File: src/rtl/alu_serial_seq.sv
// Bit-serial AND/OR/ADD/SUB/SLT sequencer: one bit per clock, LSB first, start/busy/done handshake.
// Optional zero flag port and accumulator enabled by defining ALU_SERIAL_ZERO_EN.
module alu_serial_seq #(
    parameter int WIDTH = 8
) (
    input  logic             clock,
    input  logic             reset,
    input  logic             start,
    input  logic [1:0]       op,
    input  logic             binv,
    input  logic [WIDTH-1:0] opA,
    input  logic [WIDTH-1:0] opB,
    output logic             busy,
    output logic             done,
    output logic [WIDTH-1:0] result,
`ifdef ALU_SERIAL_ZERO_EN
    output logic             cout,
    output logic             zero
`else
    output logic             cout
`endif
);

    localparam int IW = $clog2(WIDTH);
    localparam logic [IW-1:0] LAST = IW'(WIDTH - 1);

    localparam logic [1:0] S_IDLE = 2'd0;
    localparam logic [1:0] S_RUN  = 2'd1;
    localparam logic [1:0] S_DONE = 2'd2;

    logic [1:0]       state;
    logic [WIDTH-1:0] a_sr;
    logic [WIDTH-1:0] b_sr;
    logic [WIDTH-1:0] res_sr;
    logic [IW-1:0]    idx;
    logic [1:0]       op_r;
    logic             inv_r;
    logic             carry;

    logic             abit;
    logic             nb;
    logic             sum;
    logic             cnext;
    logic             rbit;
    logic             less;
    logic [WIDTH-1:0] final_res;
    logic             final_cout;

    // Single-bit slice; the final word is assembled with the current bit so that
    // result/cout can be registered on the same edge that enters DONE.
    always_comb begin
        abit  = a_sr[0];
        nb    = b_sr[0] ^ inv_r;
        sum   = abit ^ nb ^ carry;
        cnext = (abit & nb) | (abit & carry) | (nb & carry);
        case (op_r)
            2'b00:   rbit = abit & nb;
            2'b01:   rbit = abit | nb;
            default: rbit = sum;
        endcase
        less       = sum ^ (carry ^ cnext);
        final_res  = {rbit, res_sr[WIDTH-1:1]};
        if (op_r == 2'b11) begin
            final_res    = '0;
            final_res[0] = less;
        end
        final_cout = op_r[1] ? cnext : 1'b0;
    end

    assign busy = (state == S_RUN);
    assign done = (state == S_DONE);

    always_ff @(posedge clock or posedge reset) begin
        if (reset) begin
            state  <= S_IDLE;
            a_sr   <= '0;
            b_sr   <= '0;
            res_sr <= '0;
            idx    <= '0;
            op_r   <= '0;
            inv_r  <= 1'b0;
            carry  <= 1'b0;
            result <= '0;
            cout   <= 1'b0;
        end else begin
            case (state)
                S_IDLE: begin
                    if (start) begin
                        a_sr  <= opA;
                        b_sr  <= opB;
                        op_r  <= op;
                        inv_r <= binv | (op == 2'b11);
                        carry <= binv | (op == 2'b11);
                        idx   <= '0;
                        state <= S_RUN;
                    end
                end
                S_RUN: begin
                    a_sr   <= a_sr >> 1;
                    b_sr   <= b_sr >> 1;
                    res_sr <= final_res;
                    carry  <= cnext;
                    res_sr <= {rbit, res_sr[WIDTH-1:1]};
                    idx    <= idx + 1'b1;
                    if (idx == LAST) begin
                        result <= final_res;
                        cout   <= final_cout;
                        state  <= S_DONE;
                    end
                end
                S_DONE: begin
                    state <= S_IDLE;
                end
                default: begin
                    state <= S_IDLE;
                end
            endcase
        end
    end

`ifdef ALU_SERIAL_ZERO_EN
    logic zacc;

    always_ff @(posedge clock or posedge reset) begin
        if (reset) begin
            zacc <= 1'b0;
            zero <= 1'b0;
        end else begin
            if (state == S_IDLE && start) begin
                zacc <= 1'b0;
            end else if (state == S_RUN) begin
                zacc <= zacc | rbit;
                if (idx == LAST) begin
                    zero <= (op_r == 2'b11) ? ~less : ~(zacc | rbit);
                end
            end
        end
    end
`endif

endmodule

File: config.mk
export PLATFORM = sky130hd
export DESIGN_NAME = alu_serial_seq
export DESIGN_NICKNAME = d
export VERILOG_FILES = /design/src/rtl/alu_serial_seq.sv
export SDC_FILE = /design/constraint.sdc
export NUM_CORES = 1
export LEC_CHECK = 0
export ABC_AREA = 1
export CELL_PAD_IN_SITES_DETAIL_PLACEMENT = 2
export CELL_PAD_IN_SITES_GLOBAL_PLACEMENT = 2
export CORE_ASPECT_RATIO = 1.1
export CORE_MARGIN = 2
export CORE_UTILIZATION = 30
export CTS_CLUSTER_DIAMETER = 100
export DETAILED_ROUTE_END_ITERATION = 8
export PLACE_DENSITY_LB_ADDON = 0.1
export SLEW_MARGIN = 30
export SYNTH_ARGS = -nofsm -noshare
export SYNTH_HDL_FRONTEND = slang
export SYNTH_SLANG_ARGS = --single-unit
File: constraint.sdc
create_clock -name clock -period 1.6 [get_ports clock]
set_input_delay 0.16 -clock clock [delete_from_list [all_inputs] [get_ports clock]]
set_output_delay 0.16 -clock clock [all_outputs]
set_load 0.02 [all_outputs]
# Word-level counts from Yosys, hierarchy flattened
# Index checks and enable logic that the tools add are counted.
dict set report word_totals {
  reg_bits 42
  out_inout_bits 11
  word_cells 52
}
dict set report op_classes {
  add_sub_neg 1
  n_eq_ne 8
  mux 14
  n_bitwise 12
  reduce_logical 7
}
# operator n
set op_table {}
lappend op_table {{case mux 8 bit (2 select lines)} 2}
lappend op_table {{two-way mux 8 bit} 3}
lappend op_table {{AND reduction 2 bit} 4}
lappend op_table {{== test 2 bit (second input constant)} 3}
lappend op_table {{case mux 3 bit (2 select lines)} 1}
lappend op_table {{XOR 1 bit} 5}
lappend op_table {{== test 2 x 1 -> 1 bit (second input constant)} 2}
lappend op_table {{logical NOT 2 bit} 2}
lappend op_table {{two-way mux 2 bit} 2}
lappend op_table {{bitwise OR 1 bit} 4}
lappend op_table {{case mux 1 bit (2 select lines)} 2}
lappend op_table {{case mux 2 bit (2 select lines)} 1}
lappend op_table {{adder 3 x 1 -> 3 bit (second input constant)} 1}
lappend op_table {{bitwise AND 1 bit} 3}
lappend op_table {{== test 3 bit (second input constant)} 1}
lappend op_table {{two-way mux 3 bit} 1}
lappend op_table {{two-way mux 1 bit} 2}
lappend op_table {{!= test 2 x 1 -> 1 bit (second input constant)} 1}
lappend op_table {{!= test 2 bit (second input constant)} 1}
lappend op_table {{nonzero test 2 bit} 1}

# Longest topological paths before layout
dict set report depth {
  depth_word 7
  depth_mapped 9
}

# Worst setup path after synthesis
# OpenSTA, ideal clock, no wires.
dict set report synth_path {
  path_kind {register to register}
  start {reg b_sr[0]}
  end {reg res_sr[7]}
  t_arrival_ns 1.359
  required_ns 1.483
  slack_ns 0.124
  path_stages_with_launch 8
  path_buffers 0
  period_less_slack_ns 1.476
  cell_sequence {dfrtp_1 xnor2_1 inv_1 fa_1 nand2_1 nand2_1 nand2_1 nand2_1}
}
dict set report synth_via {
  elab_chain_cells 4
  word_cells_on_any_way 6
  cone_classes {1 x mux; 5 x bitwise}
}
# element line_no
set synth_rtl {}
lappend synth_rtl {{start: declaration} 33} ;# logic [WIDTH-1:0] b_sr;
lappend synth_rtl {{start signal: assignment} 90} ;# b_sr <= opB;
lappend synth_rtl {{start signal: assignment} 100} ;# b_sr <= b_sr >> 1;
lappend synth_rtl {{XOR 1 bit *} 53} ;# nb = b_sr[0] ^ inv_r;
lappend synth_rtl {{XOR 1 bit (2 in a row)} 54} ;# sum = abit ^ nb ^ carry;
lappend synth_rtl {{case mux 1 bit (2 select lines) *} 56} ;# case (op_r)
lappend synth_rtl {{end signal: assignment} 101} ;# res_sr <= final_res;
lappend synth_rtl {{end signal: assignment} 103} ;# res_sr <= {rbit, res_sr[WIDTH-1:1]};
lappend synth_rtl {{end: declaration} 34} ;# logic [WIDTH-1:0] res_sr;
# Every way passes the cells marked *; elsewhere a longest branch is shown, timed or not.
# A chain may end at the register's enable or synchronous reset.

# Final worst setup path
dict set report layout_path {
  start {reg inv_r}
  end {reg result[7]}
}
dict set report layout_via {
  elab_chain_cells 5
  word_cells_on_any_way 7
  cone_classes {2 x mux; 5 x bitwise}
}
# element line_no
set layout_rtl {}
lappend layout_rtl {{start: declaration} 37} ;# logic inv_r;
lappend layout_rtl {{start signal: assignment} 92} ;# inv_r <= binv | (op == 2'b11);
lappend layout_rtl {{XOR 1 bit *} 53}
lappend layout_rtl {{XOR 1 bit (2 in a row)} 54}
lappend layout_rtl {{case mux 1 bit (2 select lines) *} 56}
lappend layout_rtl {{two-way mux 8 bit *} 63} ;# if (op_r == 2'b11) begin
lappend layout_rtl {{end signal: assignment} 106} ;# result <= final_res;
lappend layout_rtl {{end: declaration} 15} ;# output logic [WIDTH-1:0] result,
# Marks and branches as above.

==> flow_summary_export.csv <==
group,metric,value,unit
outcome,status,"completed",
yosys,synth_top_cells_by_area,"dfrtp_1, nand2_1, o21ai_0",
yosys,syn_inst,236,
worst_setup_path,worst-path-max-fanout,2,
finish,fillCellCount,706,
yosys,netlist.area_leader.share,54.2,%
sta,skew,0.00640,ns
worst_setup_path,end_kind,"flop",
sta,finalWorstSetupSlack,0.0946,ns
global_routing,globalRouteTotalUtil,16.1,%
worst_setup_path,crit_slowest_cell,"fa_1",
yosys,synth.distinct_cells,17,
die,dieArea,0.00696,sq mm
placed_design,finalWeightedCongestion,0.715,
worst_setup_path,cp.required,1.79,ns
finish,area_delta_synth_final,31.8,%
pwr,p_int,2.90,mW
cts,cts_setup_buffers,0,
sta,finalCriticalPeriod,1.51,ns
pwr,pwr_density_cell,1920,mW/mm^2
sta,slew_headroom,79.4,%
drt,firstDrtPassIters,4,
yosys,synth_warnings,0,
die,die_h,87.3,um
cts,cts_root_buffer,"clkbuf_8",
die,die_x,79.7,um
global_routing,grt_pass1_vias,1803,
worst_setup_path,crit_type,"flop to flop",
drt,routed_wl,4860,um
yosys,syn_area,0.00189,sq mm
sta,period_share,94.1,%
yosys,seq_area_frac_synth,54.2,%
drt,drc,0,
global_routing,antenna_found_initial,0,
cts,htree_levels,2,
die,io_pins,33,
yosys,synth_fp_nets,264,
pwr,peakVddDrop,0.000528,V
sta,finalMaxSlewViolations,0,
min_path,min-delay-path-class,"primary input to asynchronous set/reset pin",
placed_design,portBuffers,32,
worst_setup_path,path_cells,"xnor2_2 > inv_1 > fa_1 > nand2_1 > nand2_2 > nand2_2 > nand2_1",
yosys,yosysTopAreaCell,"dfrtp_1",
pwr,p_clk_share,20.8,%
yosys,ys_ff_latch,41,
sta,worst_pin_slew,0.307,ns
cts,insertion_delay,0.30,ns
cts,numCtsBuffers,5,
flow_run,maxCapViolCount,0,
sta,final_hold_viol_count,0,
yosys,avgSynthCellArea,8.02,sq um
drt,routed_via_density,4.57,
cts,clk_pin_slew_worst_paths,0.09,ns
cts,cts_tree,"yes",
pwr,seqPwrFrac,36.5,%
cts,clockBufferDepth,2,
sta,fmax,664,MHz
pwr,power,4.78,mW
sta,setup_viol,0,
pwr,p_leak,1.29,nW
pwr,power_frac_comb,42.7,%
global_routing,grt_first_pass_wirelength,8510,um
pwr,p_sw,1.88,mW
placed_design,dp_hpwl,3530,um
finish,antennaDiodeCount,0,
worst_setup_path,cp-start-kind,"flop",
finish,nNetsFinal,304,
die,num_rows,30,
drt,wire_per_inst,13.6,um
placed_design,place_ws,0.108,ns
sta,finalSetupTns,0,ns
die,fp.coreArea,0.00612,sq mm
global_routing,grt_overflow_total,0,
drt,num_vias,1631,
finish,layout-drive-gt1-share,9.03,%
worst_setup_path,crit_path_max_incr_delay,0.44,ns
die,start_util,30.9,%
drt,ant_nets,0,
global_routing,grt_max_degree,42,
pwr,swShare,39.3,%
cts,cts_sinks,41,
drt,drtIter0Drc,28,
worst_setup_path,arrival,1.70,ns
[sequential cells by signal (all words and copies together), names as in the netlist]
signal and cells:
res_sr 7, a_sr 8, idx 3, op_r 2
cout 1, state 2, carry 1, inv_r 1
result 8, b_sr 8
[through the flow]
stage               area [sq um]  hold slack [ns]  cells  util, %
floorplan                   1890            0.281    236        -
global placement            2350            0.461    349     38.4
detailed placement          2350            0.466    349     38.4
CTS                         2480            0.258    357     40.5
global route                2490            0.270    357     40.8
finish                      2490            0.242    357     40.8
[metal layers]
metal / GRT usage (%) / wire length (um) / vias to the layer above / share of wire [%]
li1: - / - / 789 / -
met1: 18.0 / 2030 / 805 / 42
met2: 29.9 / 2590 / 29 / 53
met3: 3.53 / 169 / 8 / 3.5
met4: 5.64 / 73 / 0 / 1.5
met5: 0 / 0 / - / 0
[cell families after synthesis]
group	after synthesis	synth area share (%)
flops	41	54.2
fa+ha+maj	6	4.76
buf+inv	29	6.35
simple gates	135	27.5
compound gates	24	6.68
xor+xnor	1	0.463
[synthesized netlist by cell type (all sizes together)]
library cell,instances
o21bai,1
dfrtp,41
nor2,4
inv,22
buf,7
o21ai,23
nand2,128
xnor2,1
fa,2
nand3,3
ha,4
[worst max-delay path, delay by kind of cell (launching register included)]
kind	cells	cell delay, ns
xor gates and xnor gates	1	0.18
and+or+nand+nor	4	0.28
adders and majority gates	1	0.44
DFF	1	0.41
buffers and inverters	1	0.09
[layout by cell type, fill, tap and decap left out, drive strengths merged]
cell type	count
nand2	128
clkinv	1
nor2	4
nand3	3
o21bai	1
o21ai	23
bufinv	2
ha	4
xnor2	1
dlygate4sd2	2
fa	2
clkbuf	5
buf	8
clkdlybuf4s50	30
dfrtp	41
inv	22
[power by group through the flow]
stage / Sequential, mW / Clock (mW) / Combinational (mW)
2_1_floorplan: 1.81 / 0 / 1.18
3_3_place_gp: 1.74 / 0 / 1.97
3_5_place_dp: 1.77 / 0 / 2.05
4_1_cts: 1.75 / 1.03 / 2.08
5_1_grt: 1.81 / 1.06 / 2.37
6_report: 1.75 / 0.996 / 2.04
[layout make-up]
cell class | instances | area, sq um | share of cell area [%]
Sequential cell | 41 | 1030 | 41.1
Multi-Input combinational cell | 166 | 761 | 30.5
Timing Repair Buffer | 40 | 390 | 15.7
Tap cell | 80 | 100 | 4.01
Inverter | 22 | 82.6 | 3.31
Clock buffer | 5 | 68.8 | 2.76
Clock inverter | 3 | 65.1 | 2.61
[final timing paths]
| path | start | endpoint | slack [ns] | depth (start not counted) |
|---|---|---|---|---|
| hold reg to reg | b_sr[3]$_DFFE_PP0P_ | b_sr[3]$_DFFE_PP0P_ | 0.48 | 2 |
| setup / recovery | inv_r$_DFFE_PP0P_ | result[7]$_DFFE_PP0P_ | 0.09 | 7 |
| setup reg to reg | inv_r$_DFFE_PP0P_ | result[7]$_DFFE_PP0P_ | 0.09 | 7 |
| min in group clock | opB[7] | b_sr[7]$_DFFE_PP0P_ | 0.44 | 3 |
| max in group asynchronous | reset | b_sr[3]$_DFFE_PP0P_ | 1.15 | 3 |
| hold / removal | reset | result[3]$_DFFE_PP0P_ | 0.24 | 3 |
[repair_timing]
item                                    CTS  global route
hold buffers                              0             0
resized for setup                         2             4
pin swaps                                 0             2
endpoints found under the setup margin    2             2
Power figures use the tool's default switching activity.
